## config.mk

```make
export PLATFORM = sky130hd
export DESIGN_NAME = sliding_surface_law_flat
export DESIGN_NICKNAME = d
export VERILOG_FILES = /design/src/rtl/smc_pkg.sv /design/src/rtl/sliding_surface_law_if.sv /design/src/rtl/sat_addsub32.sv /design/src/rtl/sliding_surface_law.sv /design/src/flat_wrapper.sv
export SDC_FILE = /design/constraint.sdc
export NUM_CORES = 1
export LEC_CHECK = 0
export CAP_MARGIN = 0
export CORE_MARGIN = 2
export CORE_UTILIZATION = 50
export DETAILED_ROUTE_END_ITERATION = 12
export PLACE_DENSITY = 0.74
export SLEW_MARGIN = 20
export SYNTH_ARGS = -nofsm -noshare
export SYNTH_HDL_FRONTEND = slang
export SYNTH_SLANG_ARGS = --single-unit
```

## constraint.sdc

```tcl
create_clock -name clk -period 5.5 [get_ports clk]
set_input_delay 0.825 -clock clk [delete_from_list [all_inputs] [get_ports clk]]
set_output_delay 0.825 -clock clk [all_outputs]
set_load 0.02 [all_outputs]
```

## src/rtl/smc_pkg.sv

```systemverilog
// smc_pkg: shared fixed-point constants and saturation helpers for the SMC controller
package smc_pkg;

  localparam int FRAC_W = 10;

  localparam logic signed [31:0] SAT32_MAX = 32'sh7FFF_FFFF;
  localparam logic signed [31:0] SAT32_MIN = 32'sh8000_0000;

  localparam logic signed [31:0] LAMBDA_DEF = 32'sd10240;
  localparam logic signed [31:0] K_GAIN_DEF = 32'sd2048;

  function automatic logic ovf32(input logic signed [63:0] x);
    return (x > 64'(SAT32_MAX)) || (x < 64'(SAT32_MIN));
  endfunction

  function automatic logic signed [31:0] sat32(input logic signed [63:0] x);
    return (x > 64'(SAT32_MAX)) ? SAT32_MAX : (x < 64'(SAT32_MIN)) ? SAT32_MIN : x[31:0];
  endfunction

endpackage

```

## src/rtl/sliding_surface_law_if.sv

```systemverilog
// sliding_surface_law_if: sample strobe/data in, switching term/surface out
interface sliding_surface_law_if;
  logic               sample_valid;
  logic signed [31:0] theta_meas;
  logic signed [31:0] theta_dot_meas;
  logic signed [31:0] model_u;
  logic signed [31:0] model_udot;
  logic               u_valid;
  logic signed [31:0] u_sw;
  logic signed [31:0] s_out;
  logic               sat_flag;

  modport master (
    output sample_valid, theta_meas, theta_dot_meas, model_u, model_udot,
    input  u_valid, u_sw, s_out, sat_flag
  );

  modport slave (
    input  sample_valid, theta_meas, theta_dot_meas, model_u, model_udot,
    output u_valid, u_sw, s_out, sat_flag
  );
endinterface

```

## src/rtl/sat_addsub32.sv

```systemverilog
// sat_addsub32: combinational 32-bit signed add/subtract clamped to the 32-bit range
module sat_addsub32
  import smc_pkg::*;
(
  input  logic signed [31:0] a_i,
  input  logic signed [31:0] b_i,
  input  logic               sub_i,
  output logic signed [31:0] y_o,
  output logic               sat_o
);
  logic signed [32:0] r;

  // 33-bit result; overflow shows as disagreement of the top two bits
  always_comb begin
    r     = sub_i ? (33'(a_i) - 33'(b_i)) : (33'(a_i) + 33'(b_i));
    sat_o = r[32] ^ r[31];
    y_o   = !sat_o ? r[31:0] : r[32] ? SAT32_MIN : SAT32_MAX;
  end
endmodule

```

## src/rtl/sliding_surface_law.sv

```systemverilog
// sliding_surface_law: SMC surface s = LAMBDA*e + edot and switching term u_sw = -K*sat(s);
// SMC_BOUNDARY_LAYER_EN selects the linear boundary-layer law instead of the pure sign law
module sliding_surface_law
  import smc_pkg::*;
#(
  parameter logic signed [31:0] LAMBDA    = LAMBDA_DEF,
  parameter logic signed [31:0] K_GAIN    = K_GAIN_DEF,
  parameter int                 PHI_SHIFT = 10
) (
  input  logic                   clk,
  input  logic                   rst_n,
  sliding_surface_law_if.slave   bus
);
  logic               v1_q, v2_q, v3_q, v4_q;
  logic               f1_q, f2_q, f3_q, f4_q;
  logic signed [31:0] e_q, ed_q, ps_q, ed2_q, s_q, u_q, so_q;

  logic signed [31:0] e_d, ed_d, s_d, ps_d, u_d;
  logic               sat_e, sat_ed, sat_s, sat_p;
  logic signed [63:0] lam64, e64, p_d, p10_d;

  sat_addsub32 u_err (
    .a_i(bus.theta_meas), .b_i(bus.model_u), .sub_i(1'b1), .y_o(e_d), .sat_o(sat_e)
  );

  sat_addsub32 u_derr (
    .a_i(bus.theta_dot_meas), .b_i(bus.model_udot), .sub_i(1'b1), .y_o(ed_d), .sat_o(sat_ed)
  );

  sat_addsub32 u_surf (
    .a_i(ps_q), .b_i(ed2_q), .sub_i(1'b0), .y_o(s_d), .sat_o(sat_s)
  );

  // LAMBDA*e is En20; shifting back by the fraction width returns to En10
  always_comb begin
    lam64 = 64'(LAMBDA);
    e64   = 64'(e_q);
    p_d   = lam64 * e64;
    p10_d = p_d >>> FRAC_W;
    ps_d  = sat32(p10_d);
    sat_p = ovf32(p10_d);
  end

`ifdef SMC_BOUNDARY_LAYER_EN
  logic signed [63:0] k64, s64, kp_d;

  // linear inside |s| < phi, clamped to +/-K_GAIN outside
  always_comb begin
    k64  = 64'(K_GAIN);
    s64  = 64'(s_q);
    kp_d = (k64 * s64) >>> PHI_SHIFT;
    u_d  = (kp_d > k64) ? -K_GAIN : (kp_d < -k64) ? K_GAIN : 32'(-kp_d);
  end
`else
  // pure sign law, no multiplier
  always_comb begin
    u_d = s_q[31] ? K_GAIN : (|s_q) ? -K_GAIN : 32'sd0;
  end
`endif

  // four register ranks: errors, scaled position error, surface, law output
  always_ff @(posedge clk or negedge rst_n) begin
    if (!rst_n) begin
      {v1_q, v2_q, v3_q, v4_q} <= '0;
      {f1_q, f2_q, f3_q, f4_q} <= '0;
      e_q   <= '0;
      ed_q  <= '0;
      ps_q  <= '0;
      ed2_q <= '0;
      s_q   <= '0;
      u_q   <= '0;
      so_q  <= '0;
    end else begin
      v1_q <= bus.sample_valid;
      v2_q <= v1_q;
      v3_q <= v2_q;
      v4_q <= v3_q;
      if (bus.sample_valid) begin
        e_q  <= e_d;
        ed_q <= ed_d;
        f1_q <= sat_e | sat_ed;
      end
      if (v1_q) begin
        ps_q  <= ps_d;
        ed2_q <= ed_q;
        f2_q  <= f1_q | sat_p;
      end
      if (v2_q) begin
        s_q  <= s_d;
        f3_q <= f2_q | sat_s;
      end
      if (v3_q) begin
        u_q  <= u_d;
        so_q <= s_q;
        f4_q <= f3_q;
      end
    end
  end

  assign bus.u_valid  = v4_q;
  assign bus.u_sw     = u_q;
  assign bus.s_out    = so_q;
  assign bus.sat_flag = f4_q;
endmodule

```

## src/flat_wrapper.sv

```systemverilog
// flat-port wrapper written by rule: the top's interface ports become plain ports
module sliding_surface_law_flat import smc_pkg::*;
#(
  parameter logic signed [31:0] LAMBDA    = LAMBDA_DEF,
  parameter logic signed [31:0] K_GAIN    = K_GAIN_DEF,
  parameter int                 PHI_SHIFT = 10
)
  (clk, rst_n, bus_sample_valid, bus_theta_meas, bus_theta_dot_meas, bus_model_u, bus_model_udot, bus_u_valid, bus_u_sw, bus_s_out, bus_sat_flag);
  sliding_surface_law_if bus_i ();
  input  logic clk;
  input  logic rst_n;
  input wire logic [$bits(bus_i.sample_valid)-1:0] bus_sample_valid;
  input wire logic [$bits(bus_i.theta_meas)-1:0] bus_theta_meas;
  input wire logic [$bits(bus_i.theta_dot_meas)-1:0] bus_theta_dot_meas;
  input wire logic [$bits(bus_i.model_u)-1:0] bus_model_u;
  input wire logic [$bits(bus_i.model_udot)-1:0] bus_model_udot;
  output wire logic [$bits(bus_i.u_valid)-1:0] bus_u_valid;
  output wire logic [$bits(bus_i.u_sw)-1:0] bus_u_sw;
  output wire logic [$bits(bus_i.s_out)-1:0] bus_s_out;
  output wire logic [$bits(bus_i.sat_flag)-1:0] bus_sat_flag;
  assign bus_i.sample_valid = bus_sample_valid;
  assign bus_i.theta_meas = bus_theta_meas;
  assign bus_i.theta_dot_meas = bus_theta_dot_meas;
  assign bus_i.model_u = bus_model_u;
  assign bus_i.model_udot = bus_model_udot;
  assign bus_u_valid = bus_i.u_valid;
  assign bus_u_sw = bus_i.u_sw;
  assign bus_s_out = bus_i.s_out;
  assign bus_sat_flag = bus_i.sat_flag;
  sliding_surface_law #(.LAMBDA(LAMBDA), .K_GAIN(K_GAIN), .PHI_SHIFT(PHI_SHIFT)) u_core (.clk(clk), .rst_n(rst_n), .bus(bus_i));
endmodule
```

==> results by group, run 1 <==
Power
  – Pleak: 8.43 nW
  – Power share of the sequential group: about 26%
  – Final Power: 0.00968 W
  – Pint: between 0.005 and 0.006 W
  – Pwr/cell area: 522 mW/mm2
  – Clock network power share: 16.7%
  – Sw frac: 41.9%
  – Peak supply drop: 287 uV
  – NetSw: between 0.004 and 0.005 W
  – Logic pwr share: about 57%

Synth
  – FFs w/ async S/R, synth: 100%
  – Seq/Total Area, Yosys: 32.0%
  – FF+latch count, synth: 202
  – Post-Syn Area per Cell: 8.88 um2
  – Synthesized netlist cell count: roughly 1800
  – Synth Flop Type: dfrtp_1
  – Cell variety after synth: 81
  – Number of synthesis warnings: 0
  – Post-Syn Area: 0.0158 mm2
  – Post-synth EDFFs: 0

Global routing
  – First-pass GRT wire length: slightly above 60 mm
  – Overflow after GRT: 0
  – GRT Total Usage: approximately 22%
  – Largest net degree at the start of global routing: around 110
  – Antenna violations before repair: 0
  – Vias in the first global route: roughly 13000

Setup path
  – Critical path arrival: 4.88 ns
  – CP max FO: 21
  – Critical path class: in2reg
  – Crit end category: flip-flop
  – Origin of the worst setup path: bus_theta_dot_meas[0]
  – CP max stage delay: between 0.6 and 0.7 ns
  – Crit start category: input pin
  – Critical path buffer and inverter count: 3
  – FF-to-FF Start: u_core.e_q[19]$_DFFE_PN0P_
  – CP top delay family: compound AO/OA/AOI/OAI gates
  – Crit path top cell by count: nor2_1
  – Critical path, cell by cell: clkdlybuf4s50_1, inv_1, ha_1, fa_1, nor2b_1, o31ai_1, a2111oi_1, nor3b_1, a311oi_1, o21ai_1, nor2_1, a22o_1, buf_4, nor2_1, o22ai_1
  – CP max stage cell: a22o_1
  – Worst Path Required: 5.91 ns

Timing
  – Setup_tns: 0 ns
  – Hold Vio Cnt, Final: 0
  – Clk_skew: just over 0.009 ns
  – Max Slew Vio Count: 0
  – Peak Freq: 0.224 GHz
  – Final setup fails: 0
  – RSZ-0062 raised after global routing: false
  – Slew headroom: between 30% and 40%
  – Fin crit period: 4.47 ns
  – Slew @ Worst Pin: 0.914 ns
  – Worst hold slack: 0.411 ns
  – Final worst-path cycle share: 81.3%

Final layout
  – Share of layout cells above drive strength 1: 8.57%
  – Fin util: 59.3%
  – Antenna Diode Count: 0
  – Nets: 2200
  – Number of fill cells: 2691
  – Total area of sequential cells: 0.00505 mm2
  – Area grow syn2layout: 17.6%
  – Area of the multi-input gates: 0.00960 mm2
  – Post-route cell area: between 0.015 and 0.02 mm2

Clock tree
  – CTS sink count: 202
  – Hold_buf cts: 0
  – Post_cts resized: 0
  – Post-CTS setup buffers: 0
  – Total CTS buffers: 23
  – Worst-skew pair later-pin latency: 0.51 ns
  – Max clock buf depth: 3
  – CTS tree: built
  – H-tree depth: 1
  – Clock root buffer: clkbuf_16
  – Clock transition at path regs: around 0.060 ns

Die
  – DIE WIDTH: 182 um
  – Die ar.: 0.0330 mm2
  – Starting density of the core: 50.4%
  – Core box area: 0.0313 mm2
  – Ports: 197
  – Cell Rows: 65
  – Die height: around 180 um

Placement
  – IO Port Bufs: 185
  – Placed inst area: 0.0177 mm2
  – RD Place Congestion: 0.883
  – Post-detail-place hpwl: 28.7 mm

Route
  – Detailed-route via count: 13300
  – TritonRoute pass-1 iters: 7
  – Number of vias per cell: 5.70
  – DR WL/cell: 15.7 um
  – Final wirelength: 36.6 mm
  – DRC: 0
  – DRT iter0 DRCs: approximately 740
  – Antenna Nets Post-Route: 0

Worst hold path
  – Hold Path Class: in2async

Flow run
  – Max-cap violations: 0

Outcome
  – Status: completed
==> cells in the final DEF, fill, tap and decap left out, drive strengths merged, types with 17 or more instances in the layout <==
cell type      Yosys  layout
dfrtp            202     202
clkdlybuf4s50      0     183
inv              167     169
ha               157     157
a21oi            153     153
nor2             135     135
nand2             92      92
o21ai             89      89
mux2              87      87
o22ai             68      68
xnor2             65      65
a21o              54      54
xor2              40      40
a221o             32      32
clkbuf            46      32
nand3             27      27
o21a              26      26
nor3              26      26
maj3              23      23
nor2b             21      21
nand2b            21      21
nand4             19      19
and3              17      17
==> worst paths after layout <==
check / endpoint / slack, ns / cells after the start
worst max-delay path: u_core.ed_q[1]$_DFFE_PN0P_ / 1.03 / 15
worst min-delay path: u_core.ed2_q[1]$_DFFE_PN0P_ / 0.41 / 1
min in group clk: u_core.ps_q[31]$_DFFE_PN0P_ / 0.50 / 1
worst min register to register: u_core.ps_q[31]$_DFFE_PN0P_ / 0.50 / 1
max in group asynchronous: u_core.e_q[27]$_DFFE_PN0P_ / 3.91 / 2
worst max register to register: u_core.ps_q[16]$_DFFE_PN0P_ / 1.25 / 13
==> area by class of cell <==
type                    count  share of cell area (%)
clock buffers              31                    3.48
clock inverters            11                   0.917
multi-input cells        1315                    51.7
well taps                 402                    2.71
repair buffers            199                    10.5
inverters                 167                    3.38
flip-flops and latches    202                    27.2
==> metrics by stage <==
step | instances | setup slack [ns]
finish | 2327 | 1.03
global route | 2327 | 0.696
CTS | 2327 | 1.10
detailed placement | 2285 | 0.578
global placement | 2285 | 0.767
floorplan | 1787 | 1.85
==> synth_stat cells (5+ instances only) <==
cell type / instances / share of area (%)
o21ai_0: 76 / 2.4
a21o_1: 54 / 2.6
nor2_1: 135 / 3.2
a21boi_0: 5 / 0.24
nand2_1: 92 / 2.2
a31oi_1: 13 / 0.52
and2_1: 11 / 0.44
o21ai_1: 13 / 0.41
a21oi_1: 152 / 4.8
a221o_1: 32 / 2.0
a41oi_1: 5 / 0.28
nand2b_1: 21 / 0.83
maj3_1: 23 / 1.5
clkbuf_1: 46 / 1.1
inv_1: 167 / 4.0
and3_1: 16 / 0.63
buf_4: 30 / 1.4
o22ai_1: 68 / 2.7
or3_1: 6 / 0.24
a2111oi_0: 6 / 0.33
a211oi_1: 8 / 0.38
a31o_2: 5 / 0.28
nor3_1: 25 / 0.79
dfrtp_1: 202 / 32
mux2_2: 87 / 6.2
nor2b_1: 21 / 0.83
o21a_1: 26 / 1.2
xnor2_1: 64 / 3.6
nor4_1: 12 / 0.48
xor2_1: 40 / 2.2
o211ai_1: 6 / 0.29
nand4_1: 19 / 0.75
o21bai_1: 12 / 0.57
nand3_1: 26 / 0.82
ha_1: 157 / 12
buf_2: 21 / 0.67
==> state kept, by name, summed over array words and instances, names as in the netlist, 2 cells and up <==
register          flops
u_core.bus.s_out     32
u_core.e_q           32
u_core.ed2_q         32
u_core.ed_q          32
u_core.ps_q          32
u_core.s_q           32
u_core.bus.u_sw       2
==> cells by family (layout without fill, tap and decap cells) <==
family | after synthesis | after routing | synth area share [%]
muxes | 90 | 90 | 6.42
adders and majority gates | 184 | 184 | 14.4
and+or+nand+nor | 402 | 402 | 12.2
xor gates and xnor gates | 105 | 105 | 5.88
buffers and inverters | 270 | 408 | 7.40
AOI/OAI and AO/OA | 523 | 523 | 21.6
other | 1 | 11 | 0.0238
DFF | 202 | 202 | 32.0
==> per-layer routing <==
layer | wire [um] | up-vias | track usage, % | part of all wire [%]
met5 | 0 | - | 0 | 0
met4 | 821 | 0 | 5.37 | 2.2
met3 | 1730 | 57 | 3.03 | 4.7
met2 | 17600 | 339 | 39.2 | 48
met1 | 16400 | 6263 | 28.2 | 45
li1 | - | 6611 | - | -
==> power by group through the flow <==
stage               clock, W  combinational, W  sequential, W
floorplan                  0           0.00412        0.00249
global placement           0           0.00541        0.00250
detailed placement         0           0.00551        0.00253
CTS                  0.00165           0.00555        0.00251
global route         0.00171           0.00617        0.00258
finish               0.00161           0.00556        0.00251
(Power assumes the default switching activity.)
==> run 2: changes to the inputs <==
clock period = 4.61 ns   (was 5.5 ns; I/O delays follow)
==> run 2 against run 1 <==
Against the previous run: count of clock-buffer cells in the layout is 2 higher; hold slack worse by 0.13 ns; final area hardly changed; via count is 0.54% higher; sequential power is 19% higher; largest cell class unchanged; largest power group unchanged; highest routed layer unchanged.
==> results by group, run 2 (synthesized netlist as in run 1, its figures left out) <==
Outcome
  – Status: completed (unchanged)

Timing
  – Peak Freq: 0.248 GHz
  – Final setup fails: 0 (unchanged)
  – Setup_tns: 0 ns (unchanged)
  – Fin crit period: between 4 and 5 ns
  – Slew @ Worst Pin: 0.993 ns (was 0.914 ns)
  – Clk_skew: 0.00821 ns (was 0.00923 ns)
  – Final worst-path cycle share: 87.6%
  – Slew headroom: 32.1% (was 37.5%)
  – Max Slew Vio Count: 0 (unchanged)
  – RSZ-0062 raised after global routing: false (unchanged)
  – Hold Vio Cnt, Final: 0 (unchanged)

Placement
  – Placed inst area: 0.0178 mm2 (was 0.0177 mm2)
  – RD Place Congestion: 0.887 (was 0.883)
  – Post-detail-place hpwl: 28.8 mm (was 28.7 mm)
  – IO Port Bufs: 185 (unchanged)

Die
  – Ports: 197 (unchanged)
  – Die ar.: 0.0330 mm2 (unchanged)
  – DIE WIDTH: 182 um (unchanged)
  – Starting density of the core: 50.4% (unchanged)
  – Core box area: 0.0313 mm2 (unchanged)
  – Die height: 182 um (unchanged)
  – Cell Rows: 65 (unchanged)

Route
  – Number of vias per cell: 5.72 (was 5.70)
  – Detailed-route via count: 13300 (about the same)
  – DRC: 0 (unchanged)
  – TritonRoute pass-1 iters: 5 (was 7)
  – Antenna Nets Post-Route: 0 (unchanged)
  – Final wirelength: 37.0 mm (was 36.6 mm)
  – DRT iter0 DRCs: 783 (was 738)
  – DR WL/cell: 15.9 um (was 15.7 um)

Final layout
  – Nets: 2207 (was 2200)
  – Highest-count cells in the layout ignoring fill and taps: dfrtp_1, clkdlybuf4s50_1, inv_1, ha_1, a21oi_1 (unchanged)
  – Area grow syn2layout: 17.5% (was 17.6%)
  – Antenna Diode Count: 0 (unchanged)
  – Number of fill cells: 2709 (was 2691)
  – Share of layout cells above drive strength 1: 8.81% (was 8.57%)
  – Post-route cell area: 0.0185 mm2 (was 0.0186 mm2)
  – Most common cell after layout, fill and taps aside: dfrtp_1 (unchanged)

Setup path
  – Worst Path Required: 5.05 ns (was 5.91 ns)
  – Critical path arrival: 4.48 ns (was 4.88 ns)
  – Crit start category: flip-flop (was input pin)
  – Critical path class: reg2reg (was in2reg)
  – Crit end category: flip-flop (unchanged)
  – CP max FO: 29 (was 21)

Clock tree
  – Clock transition at path regs: 0.06 ns (about the same)
  – Worst-skew pair later-pin latency: 0.51 ns (about the same)
  – Max clock buf depth: 3 (unchanged)
  – Post_cts resized: 0 (unchanged)
  – H-tree depth: 1 (unchanged)
  – CTS tree: built (unchanged)
  – Post-CTS setup buffers: 0 (unchanged)
  – Clock root buffer: clkbuf_16 (unchanged)
  – Hold_buf cts: 0 (unchanged)
  – Total CTS buffers: 23 (unchanged)
  – CTS sink count: 202 (unchanged)

Flow run
  – Max-cap violations: 0 (unchanged)

Power
  – Pwr/cell area: 618 mW/mm2 (was 522 mW/mm2)
  – Pleak: 8.44 nW (was 8.43 nW)
  – Peak supply drop: 356 uV (was 287 uV)

Global routing
  – GR Util met1: 29.2% (was 28.2%)
  – Met2 usage: 39.3% (was 39.2%)
  – First-pass GRT wire length: 61.9 mm (was 61.5 mm)
  – Antenna violations before repair: 0 (unchanged)
  – GRT Total Usage: 22.2% (was 22.0%)
  – Overflow after GRT: 0 (unchanged)
  – Busiest grt layer: met2 (unchanged)
  – Routing usage on met3: 2.19% (was 3.03%)
  – Vias in the first global route: 12900 (was 12800)
  – Largest net degree at the start of global routing: 104 (was 105)

Worst hold path
  – Hold Path Class: in2async (unchanged)
-- run 2: cell types whose count changed in the layout (fill, tap and decap cells not counted) --
cell	change
clkinvlp_4	-1
clkinv_4	+2
inv_6	-2
clkbuf_8	+2
bufinv_16	-3
buf_4	+7
-- run 2: cell type report --
cell class / count / area [um2] / share of cell area [%]
multi-input cells: 1315 / 9600 / 51.8
flip-flops and latches: 202 / 5050 / 27.3
repair buffers: 206 / 2010 / 10.8
clock buffers: 33 / 673 / 3.63
inverters: 167 / 627 / 3.38
well taps: 402 / 503 / 2.71
clock inverters: 7 / 72.6 / 0.391
-- run 2: metrics by stage --
step	hold WS (ns)	utilization (%)	worst slack (ns)	total power, W	instances
floorplan	0.352	-	1.09	0.00788	1787
global placement	0.472	56.8	0.457	0.00946	2292
detailed placement	0.476	56.8	0.196	0.00961	2292
CTS	0.308	59.2	0.520	0.0115	2332
global route	0.337	59.2	0.294	0.0123	2332
finish	0.283	59.2	0.570	0.0115	2332
-- run 2: final timing paths --
check | endpoint | start | slack [ns] | cells past startpoint
worst max-delay path | u_core.ps_q[1]$_DFFE_PN0P_ | u_core.e_q[19]$_DFFE_PN0P_ | 0.57 | 13
worst min-delay path | u_core.bus.s_out[8]$_DFFE_PN0P_ | rst_n | 0.28 | 1
worst min register to register | u_core.ps_q[31]$_DFFE_PN0P_ | u_core.ps_q[31]$_DFFE_PN0P_ | 0.49 | 1
min in group clk | u_core.ps_q[31]$_DFFE_PN0P_ | u_core.ps_q[31]$_DFFE_PN0P_ | 0.49 | 1
max in group asynchronous | u_core.bus.s_out[25]$_DFFE_PN0P_ | rst_n | 3.29 | 2
worst max register to register | u_core.ps_q[1]$_DFFE_PN0P_ | u_core.e_q[19]$_DFFE_PN0P_ | 0.57 | 13
-- run 2: power by group --
group | switching (W) | internal [W]
Clock | 0.000719 | 0.00107
Combinational | 0.00362 | 0.00307
Sequential | 0.000546 | 0.00244
Total | 0.00488 | 0.00658
-- run 2: critical path, cell delays in order, from the launching register on --
cell,delay (ns)
dfrtp_1,0.41
ha_1,0.31
ha_1,0.44
nand4_1,0.19
nor4_1,0.47
nand3_1,0.14
a211oi_1,0.51
o41ai_1,0.15
a311o_1,0.32
nor3_1,0.23
nand3_2,0.14
a21oi_2,0.16
buf_4,0.30
a221o_1,0.20
-- run 2: metal layers --
| metal | routed length [um] | vias up |
|---|---|---|
| met5 | 0 | - |
| li1 | - | 6631 |
| met2 | 17700 | 313 |
| met3 | 1310 | 58 |
| met4 | 812 | 0 |
| met1 | 17100 | 6339 |
==> run 3: changes to the inputs <==
CORE_ASPECT_RATIO = 1.2   (was not set)
==> run 3 against run 2 <==
Against the previous run: setup slack better by 0.058 ns; die area about the same; clock power about the same; non-clock buffer count unchanged; final area up 0.22%; critical path depth up 2; combinational power down 0.6%; total power down 0.48%; count of clock-buffer cells in the layout up 1; flip-flop and latch count unchanged; largest power group unchanged; hold slack worse by 0.20 ns.
==> results by group, run 3 (synthesized netlist as in run 1, its figures left out) <==
Outcome
  – Status: completed (unchanged)

Timing
  – Setup_tns: 0 ns (unchanged)
  – Slew headroom: 36.1% (was 32.1%)
  – Peak Freq: 0.251 GHz (was 0.248 GHz)
  – Fin crit period: 3.98 ns (was 4.04 ns)
  – Final setup fails: 0 (unchanged)
  – Hold Vio Cnt, Final: 0 (unchanged)
  – RSZ-0062 raised after global routing: false (unchanged)
  – Clk_skew: 0.00729 ns (was 0.00821 ns)
  – Slew @ Worst Pin: 0.958 ns (was 0.993 ns)
  – Final worst-path cycle share: 86.4% (was 87.6%)
  – Max Slew Vio Count: 0 (unchanged)
  – Worst hold slack: 0.0819 ns (was 0.283 ns)

Clock tree
  – Clock root buffer: clkbuf_16 (unchanged)
  – Max clock buf depth: 3 (unchanged)
  – Post-CTS setup buffers: 0 (unchanged)
  – Total CTS buffers: 22 (was 23)
  – H-tree depth: 1 (unchanged)
  – Worst-skew pair later-pin latency: 0.50 ns (was 0.51 ns)
  – Clock transition at path regs: 0.06 ns (about the same)
  – Hold_buf cts: 0 (unchanged)
  – CTS sink count: 202 (unchanged)
  – Post_cts resized: 0 (unchanged)
  – CTS tree: built (unchanged)

Global routing
  – Overflow after GRT: 0 (unchanged)
  – Vias in the first global route: 13000 (was 12900)
  – Antenna violations before repair: 0 (unchanged)
  – GRT Total Usage: 22.4% (was 22.2%)
  – Largest net degree at the start of global routing: 132 (was 104)
  – First-pass GRT wire length: 62.6 mm (was 61.9 mm)

Setup path
  – CP top delay family: compound AO/OA/AOI/OAI gates (unchanged)
  – Critical path arrival: 4.40 ns (was 4.48 ns)
  – Worst Path Required: 5.03 ns (was 5.05 ns)
  – CP max FO: 38 (was 29)
  – Critical path class: reg2reg (unchanged)
  – Crit end category: flip-flop (unchanged)
  – CP max stage cell: a2111oi_0 (was a211oi_1)
  – Critical path buffer and inverter count: 3 (was 1)
  – Crit start category: flip-flop (unchanged)
  – Critical path, cell by cell: ha_1, inv_1, fa_1, nand2b_1, a21oi_1, o211ai_1, a2111oi_0, buf_4, o31a_1, o21ai_1, a21oi_2, buf_4, and2_1, a21oi_1, o22ai_1 (was ha_1, ha_1, nand4_1, nor4_1, nand3_1, a211oi_1, o41ai_1, a311o_1, nor3_1, nand3_2, a21oi_2, buf_4, a221o_1)
  – CP max stage delay: 0.62 ns (was 0.51 ns)

Route
  – DRC: 0 (unchanged)
  – DRT iter0 DRCs: 697 (was 783)
  – Detailed-route via count: 13200 (was 13300)
  – TritonRoute pass-1 iters: 5 (unchanged)
  – Number of vias per cell: 5.68 (was 5.72)
  – DR WL/cell: 16.0 um (was 15.9 um)
  – Antenna Nets Post-Route: 0 (unchanged)
  – Final wirelength: 37.3 mm (was 37.0 mm)

Power
  – Pleak: 8.45 nW (was 8.44 nW)
  – Peak supply drop: 490 uV (was 356 uV)
  – Pwr/cell area: 614 mW/mm2 (was 618 mW/mm2)

Final layout
  – Highest-count cells in the layout ignoring fill and taps: dfrtp_1, clkdlybuf4s50_1, inv_1, ha_1, a21oi_1 (unchanged)
  – Share of layout cells above drive strength 1: 8.76% (was 8.81%)
  – Most common cell after layout, fill and taps aside: dfrtp_1 (unchanged)
  – Nets: 2206 (was 2207)
  – Antenna Diode Count: 0 (unchanged)
  – Area grow syn2layout: 17.8% (was 17.5%)

Die
  – DIE WIDTH: 166 um (was 182 um)
  – Die ar.: 0.0330 mm2 (about the same)
  – Cell Rows: 71 (was 65)
  – Die height: 199 um (was 182 um)
  – Ports: 197 (unchanged)
  – Starting density of the core: 50.6% (was 50.4%)
  – Core box area: 0.0312 mm2 (was 0.0313 mm2)

Worst hold path
  – Hold Path Class: in2async (unchanged)

Placement
  – IO Port Bufs: 185 (unchanged)
  – RD Place Congestion: 0.899 (was 0.887)
  – Post-detail-place hpwl: 29.5 mm (was 28.8 mm)

Flow run
  – Max-cap violations: 0 (unchanged)
run 3: final timing paths:
kind	start	endpoint	slack (ns)	cells after the start
max	u_core.ps_q[0]$_DFFE_PN0P_	u_core.s_q[2]$_DFFE_PN0P_	0.63	15
min	rst_n	u_core.ed2_q[1]$_DFFE_PN0P_	0.08	1
max reg2reg	u_core.ps_q[0]$_DFFE_PN0P_	u_core.s_q[2]$_DFFE_PN0P_	0.63	15
min reg2reg	u_core.ps_q[31]$_DFFE_PN0P_	u_core.ps_q[31]$_DFFE_PN0P_	0.50	1
max in group asynchronous	rst_n	u_core.e_q[29]$_DFFE_PN0P_	3.79	2
min in group clk	u_core.ps_q[31]$_DFFE_PN0P_	u_core.ps_q[31]$_DFFE_PN0P_	0.50	1
run 3: where the power goes:
group	switching, W	internal, W	total [W]
Combinational	0.00357	0.00308	0.00665
Clock	0.000706	0.00107	0.00177
Sequential	0.000546	0.00244	0.00298
run 3: final cells by class:
type	count	area, um2
Fill cell	2733	12600
Multi-Input combinational cell	1315	9600
Sequential cell	202	5050
Timing Repair Buffer	206	2050
Clock buffer	34	677
Inverter	167	627
Tap cell	401	502
Clock inverter	6	66.3
run 3: per-stage QoR:
| step | total power [W] | area, um2 | cells | utilization [%] | setup WS (ns) |
|---|---|---|---|---|---|
| after global placement | 0.00948 | 17800 | 2290 | 57.1 | 0.413 |
| after detailed placement | 0.00962 | 17800 | 2290 | 57.1 | 0.266 |
| after floorplan | 0.00788 | 15800 | 1787 | - | 1.09 |
| after global routing | 0.0123 | 18600 | 2331 | 59.6 | 0.257 |
| after CTS | 0.0114 | 18600 | 2330 | 59.5 | 0.604 |
| final | 0.0114 | 18600 | 2331 | 59.6 | 0.629 |
run 3: layer usage:
metal / vias to the layer above / GRT usage (%) / part of all wire (%)
met3: 66 / 2.07 / 3.1
li1: 6634 / - / -
met2: 269 / 42.6 / 51
met5: - / 0 / 0
met1: 6272 / 26.9 / 43
met4: 0 / 6.60 / 2.6
